===== config.mk =====
export PLATFORM = sky130hd
export DESIGN_NAME = node_tx_frame_queue
export DESIGN_NICKNAME = d
export VERILOG_FILES = /design/src/rtl/node_tx_frame_queue.sv
export SDC_FILE = /design/constraint.sdc
export NUM_CORES = 1
export LEC_CHECK = 0
export CAP_MARGIN = 10
export CORE_UTILIZATION = 35
export DETAILED_ROUTE_END_ITERATION = 8
export SLEW_MARGIN = 20
export SYNTH_ARGS = -nofsm -noshare
export SYNTH_HDL_FRONTEND = slang
export SYNTH_SLANG_ARGS = --single-unit

===== constraint.sdc =====
create_clock -name FPGA_CLK -period 3.45 [get_ports FPGA_CLK]
set_input_delay 0.69 -clock FPGA_CLK [delete_from_list [all_inputs] [get_ports FPGA_CLK]]
set_output_delay 0.69 -clock FPGA_CLK [all_outputs]
set_load 0.05 [all_outputs]

===== src/rtl/node_tx_frame_queue.sv =====
// Per-node transmit queue: button-entered frames drained to the switch ingress.
// Optional DROP_COUNT_EN adds a saturating count of adds dropped on a full queue.
module node_tx_frame_queue #(
  parameter int DEPTH      = 8,
  parameter int ADDR_W     = 4,
  parameter int PAYLOAD_W  = 4,
  parameter int GAP_CYCLES = 2
) (
  input  logic                   FPGA_CLK,
  input  logic                   FPGA_RST_BTN,
  input  logic                   add_btn,
  input  logic                   send_btn,
  input  logic [ADDR_W-1:0]      dst_addr,
  input  logic [ADDR_W-1:0]      src_addr,
  input  logic [PAYLOAD_W-1:0]   payload,
  output logic                   tx_valid,
  input  logic                   tx_ready,
  output logic [ADDR_W-1:0]      tx_dst,
  output logic [ADDR_W-1:0]      tx_src,
  output logic [PAYLOAD_W-1:0]   tx_payload,
  output logic [$clog2(DEPTH):0] q_count,
  output logic                   q_full,
  output logic                   q_empty,
  output logic                   busy
`ifdef DROP_COUNT_EN
  ,
  output logic [7:0]             drop_cnt
`endif
);

  localparam int PW = $clog2(DEPTH);
  localparam int CW = PW + 1;
  localparam int FW = 2 * ADDR_W + PAYLOAD_W;
  localparam int GW = $clog2(GAP_CYCLES + 2);
  localparam logic [GW-1:0] GAP_LAST =
    GW'((GAP_CYCLES > 0) ? GAP_CYCLES - 1 : 0);

  typedef enum logic [1:0] {
    IDLE,
    LOAD,
    SEND,
    GAP
  } state_t;

  state_t          state;
  logic [2:0]      add_sh;
  logic [2:0]      send_sh;
  logic            add_pulse;
  logic            send_pulse;
  logic            push;
  logic            pop;
  logic [PW-1:0]   wr_ptr;
  logic [PW-1:0]   rd_ptr;
  logic [FW-1:0]   mem [DEPTH];
  logic [FW-1:0]   head;
  logic [GW-1:0]   gap_cnt;

  // [0],[1] synchronize; [2] remembers the previous level for edge detect
  always_ff @(posedge FPGA_CLK or negedge FPGA_RST_BTN) begin
    if (!FPGA_RST_BTN) begin
      add_sh  <= '0;
      send_sh <= '0;
    end else begin
      add_sh  <= {add_sh[1:0], add_btn};
      send_sh <= {send_sh[1:0], send_btn};
    end
  end

  assign add_pulse  = add_sh[1] & ~add_sh[2];
  assign send_pulse = send_sh[1] & ~send_sh[2];

  assign q_full  = (q_count == CW'(DEPTH));
  assign q_empty = (q_count == '0);
  assign busy    = (state != IDLE);

  assign push = add_pulse & ~q_full;
  assign pop  = (state == LOAD);
  assign head = mem[rd_ptr];

  always_ff @(posedge FPGA_CLK) begin
    if (push) mem[wr_ptr] <= {dst_addr, src_addr, payload};
  end

  always_ff @(posedge FPGA_CLK or negedge FPGA_RST_BTN) begin
    if (!FPGA_RST_BTN) begin
      wr_ptr  <= '0;
      rd_ptr  <= '0;
      q_count <= '0;
    end else begin
      if (push) wr_ptr <= wr_ptr + PW'(1);
      if (pop)  rd_ptr <= rd_ptr + PW'(1);
      q_count <= q_count + CW'(push) - CW'(pop);
    end
  end

  always_ff @(posedge FPGA_CLK or negedge FPGA_RST_BTN) begin
    if (!FPGA_RST_BTN) begin
      state      <= IDLE;
      tx_valid   <= 1'b0;
      tx_dst     <= '0;
      tx_src     <= '0;
      tx_payload <= '0;
      gap_cnt    <= '0;
    end else begin
      unique case (state)
        IDLE: begin
          if (send_pulse && !q_empty) state <= LOAD;
        end
        LOAD: begin
          {tx_dst, tx_src, tx_payload} <= head;
          tx_valid <= 1'b1;
          state    <= SEND;
        end
        SEND: begin
          if (tx_ready) begin
            tx_valid <= 1'b0;
            gap_cnt  <= '0;
            if (q_empty)              state <= IDLE;
            else if (GAP_CYCLES == 0) state <= LOAD;
            else                      state <= GAP;
          end
        end
        GAP: begin
          if (gap_cnt == GAP_LAST) state <= LOAD;
          else gap_cnt <= gap_cnt + GW'(1);
        end
        default: state <= IDLE;
      endcase
    end
  end

`ifdef DROP_COUNT_EN
  always_ff @(posedge FPGA_CLK or negedge FPGA_RST_BTN) begin
    if (!FPGA_RST_BTN) begin
      drop_cnt <= '0;
    end else if (add_pulse && q_full && drop_cnt != 8'hFF) begin
      drop_cnt <= drop_cnt + 8'd1;
    end
  end
`endif

endmodule


==> results by group <==
Timing
  – Fin crit share: 82.3%
  – Worst slew pin tran: 0.877 ns
  – Rel. slew slack: 41.5%
  – Max-slew violations: 0
  – Worst Skew: 0.00583 ns
  – Final setup TNS: 0 ns
  – RSZ-0062 raised after global routing: no
  – F_max: 352 MHz
  – Fin. Hold Viols: 0
  – # setup viols final: 0
  – Tmin final: 2.84 ns

Clock network
  – CTS sink count: 129
  – Worst-Skew Late Latency: 0.42 ns
  – Num CTS Buffers: 17
  – H-tree levels: 4
  – Post-cts repair resize count: 0
  – Clock Pin Slew Worst Setup and Hold Paths: 0.06 ns
  – Clock root buffer: clkbuf_16
  – Post-CTS Hold Buffers: 0
  – Setup fix buffers added after clock tree synthesis: 0
  – Maximum root-to-sink buffer count: 2
  – CTS tree: yes

Die
  – Die area: 15500 um2
  – IO Pins: 37
  – Core region area: 14600 um2
  – DIE WIDTH: 124 um
  – Die Ht: 124 um
  – Starting Density: 35.9%
  – Site Rows: 44

Setup path
  – Kind of critical path: reg2out
  – CP Launch Point: q_count[2]
  – Data required, critical path: 2.76 ns
  – WP buf/inv: 2
  – Crit path largest cell delay: 0.85 ns
  – CP Depth: 4
  – Worst-path maximum fanout: 3
  – Critical path's slowest cell: clkdlybuf4s50_1
  – WP data arrival: 2.15 ns
  – Worst setup SP type: flip-flop
  – Capturing element type of the critical path: output port
  – Reg2Reg Setup Slack: 1.00 ns
  – CP Cell Sequence: inv_1, ha_1, nor3b_2, clkdlybuf4s50_1
  – FF-to-FF Start: q_count[2]
  – Reg2reg end: q_count[2]
  – Family with the most delay on the worst path: buffers and inverters
  – Reg2Reg Depth: 11
  – Worst Setup EP: q_empty

Global route
  – Antenna violations before repair: 0
  – Top Usage Layer GRT: met2
  – Largest net degree at the start of global routing: 51
  – GRT met3 Usage: 4.12%
  – M2 GR Usage: 22.3%
  – Remaining global-route overflow: 0
  – First-pass GRT wire length: 16.3 mm
  – Total GRT Usage: 14.2%
  – Met1 usage: 18.1%
  – Number of global-route vias before repair: 2970

Drt
  – Via/cell ratio: 4.91
  – Routed length per instance: 17.5 um
  – Via count: 2869
  – Drt total wl: 10.2 mm
  – DRC violations left: 0
  – Post-route ant nets: 0
  – First-pass DRT Iterations: 4
  – 1st-iter DRT viols: 180

Synthesis
  – Synth Area in XOR/XNOR: 1.00%
  – Synth Flop Type: edfxtp_1
  – Largest family of logic cells by synthesized area: multiplexers
  – Synth Area in Compound Gates: 6.09%
  – Multiplexer share of the synthesized area: 9.98%
  – Synth Area in Adders: 3.49%
  – Post-Syn Area per Cell: 15.7 um2
  – Syn_nets: 365
  – EDFF count, synth: 96
  – Register bit total from synthesis: 129
  – Asr flop ratio synth: 25.6%
  – Syn Inst Count: 334
  – Post-synthesis sequential area ratio: 70.8%
  – Yosys warning count: 0
  – Synth unique cells: 35
  – Mapped Area: 5240 um2
  – Simple-gate area share of the yosys netlist: 4.66%

Placed design
  – Post-DP HPWL: 6.24 mm
  – Routability cong.: 0.776
  – IO Port Bufs: 36

Pwr
  – Worst vdd ir: 0.415 mV
  – Tot Pwr: 5.92 mW
  – Leakage: 2.45 nW
  – PD cells: 923 nW/um2

Run
  – Max Cap Viol: 0

Final layout
  – Nets: 418
  – Ratio of cells with drive above 1 in the final layout: 14.2%
  – Antenna Diode Count: 0
  – Synthesis-to-finish area growth: 22.4%

Status
  – Status: complete, no violations

Hold path
  – Hold Path Class: reg2reg
stage by stage:
stage | hold WS, ns | area [um2] | utilization, % | setup slack, ns | std cells
final | 0.351 | 6410 | 44.0 | 0.610 | 584
after CTS | 0.356 | 6410 | 44.0 | 0.581 | 584
after detailed placement | 0.339 | 5830 | 40.0 | 0.993 | 552
after global placement | 0.336 | 5830 | 39.9 | 1.06 | 552
after floorplan | 0.331 | 5250 | - | 0.195 | 334
after global routing | 0.366 | 6410 | 44.0 | 0.527 | 584
how the worst min path moves through the flow:
stage,depth (start not counted),slack [ns],startpoint,endpoint
final,0,0.35,add_sh[0],add_sh[1]
after global routing,0,0.37,send_sh[0],send_sh[1]
after CTS,0,0.36,add_sh[0],add_sh[1]
after detailed placement,0,0.34,send_sh[0],send_sh[1]
after global placement,0,0.34,add_sh[0],add_sh[1]
after floorplan,0,0.33,add_sh[0],add_sh[1]
cell families after synthesis:
group / Yosys count
multiplexers: 52
AND/OR/NAND/NOR: 45
XOR/XNOR: 6
AO/OA/AOI/OAI: 48
buffers and inverters: 40
adder cells (fa/ha/maj): 14
flip-flops: 129
layout make-up:
| cell class | instances | area [um2] |
|---|---|---|
| inverter | 27 | 101 |
| sequential | 129 | 3710 |
| tap | 184 | 230 |
| timing repair buffer | 47 | 438 |
| clock buffer | 17 | 425 |
| fill | 1283 | 8170 |
| clock inverter | 15 | 158 |
| multi-input combinational | 165 | 1350 |
routing by layer:
metal / part of all wire [%] / vias up
met5: 0 / -
met4: 1.7 / 0
met3: 4.2 / 14
met2: 48 / 53
met1: 46 / 1450
li1: - / 1352
registers in the layout (all words and copies together) (netlist names):
signal,count
state,2
tx_valid,1
send_sh,3
tx_payload,4
rd_ptr,3
add_sh,3
tx_src,4
wr_ptr,3
mem,96
tx_dst,4
q_count,4
gap_cnt,2
where the power goes:
| group | switching (mW) | internal [mW] | leakage [nW] |
|---|---|---|---|
| Clock | 0.689 | 1.07 | 0.284 |
| Combinational | 1.28 | 0.774 | 0.908 |
| Sequential | 0.171 | 1.94 | 1.26 |
| Total | 2.14 | 3.78 | 2.45 |
cell usage after synthesis (3+ instances only):
cell	instances	area (um2)
mux2i_1	50	500
a21oi_1	3	15.0
ha_1	13	163
clkbuf_1	3	11.3
nand3_1	13	65.1
dfrtp_1	33	826
edfxtp_1	96	2880
nor3_1	4	20.0
nor2b_1	3	18.8
buf_2	4	20.0
xnor2_1	4	35.0
nand2_1	8	30.0
inv_1	26	97.6
a22oi_1	24	180
nor2_1	7	26.3
nor3b_2	3	37.5
o21ai_0	13	65.1
nand2b_1	3	18.8
cell usage in the layout, fill, tap and decap left out, types with 2 or more instances in the layout:
| master | netlist | routed |
|---|---|---|
| o21ai_1 | 2 | 2 |
| nor2_1 | 7 | 6 |
| ha_1 | 13 | 13 |
| a31oi_1 | 2 | 2 |
| clkbuf_16 | 0 | 17 |
| inv_1 | 26 | 26 |
| clkinvlp_4 | 0 | 2 |
| a22oi_1 | 24 | 24 |
| o21ai_0 | 13 | 13 |
| clkinv_2 | 0 | 3 |
| nor2b_1 | 3 | 2 |
| nand2b_1 | 3 | 3 |
| inv_6 | 0 | 5 |
| a21oi_1 | 3 | 3 |
| xnor2_1 | 4 | 4 |
| clkdlybuf4s50_1 | 0 | 35 |
| bufinv_16 | 0 | 2 |
| nor3b_2 | 3 | 4 |
| mux2i_1 | 50 | 50 |
| dfrtp_1 | 33 | 32 |
| nand2_1 | 8 | 8 |
| nand3_1 | 13 | 13 |
| edfxtp_1 | 96 | 96 |
| nor3_2 | 0 | 3 |
| buf_4 | 2 | 11 |
| xor2_1 | 2 | 2 |
Note: power is estimated with default switching activity, not from simulation.
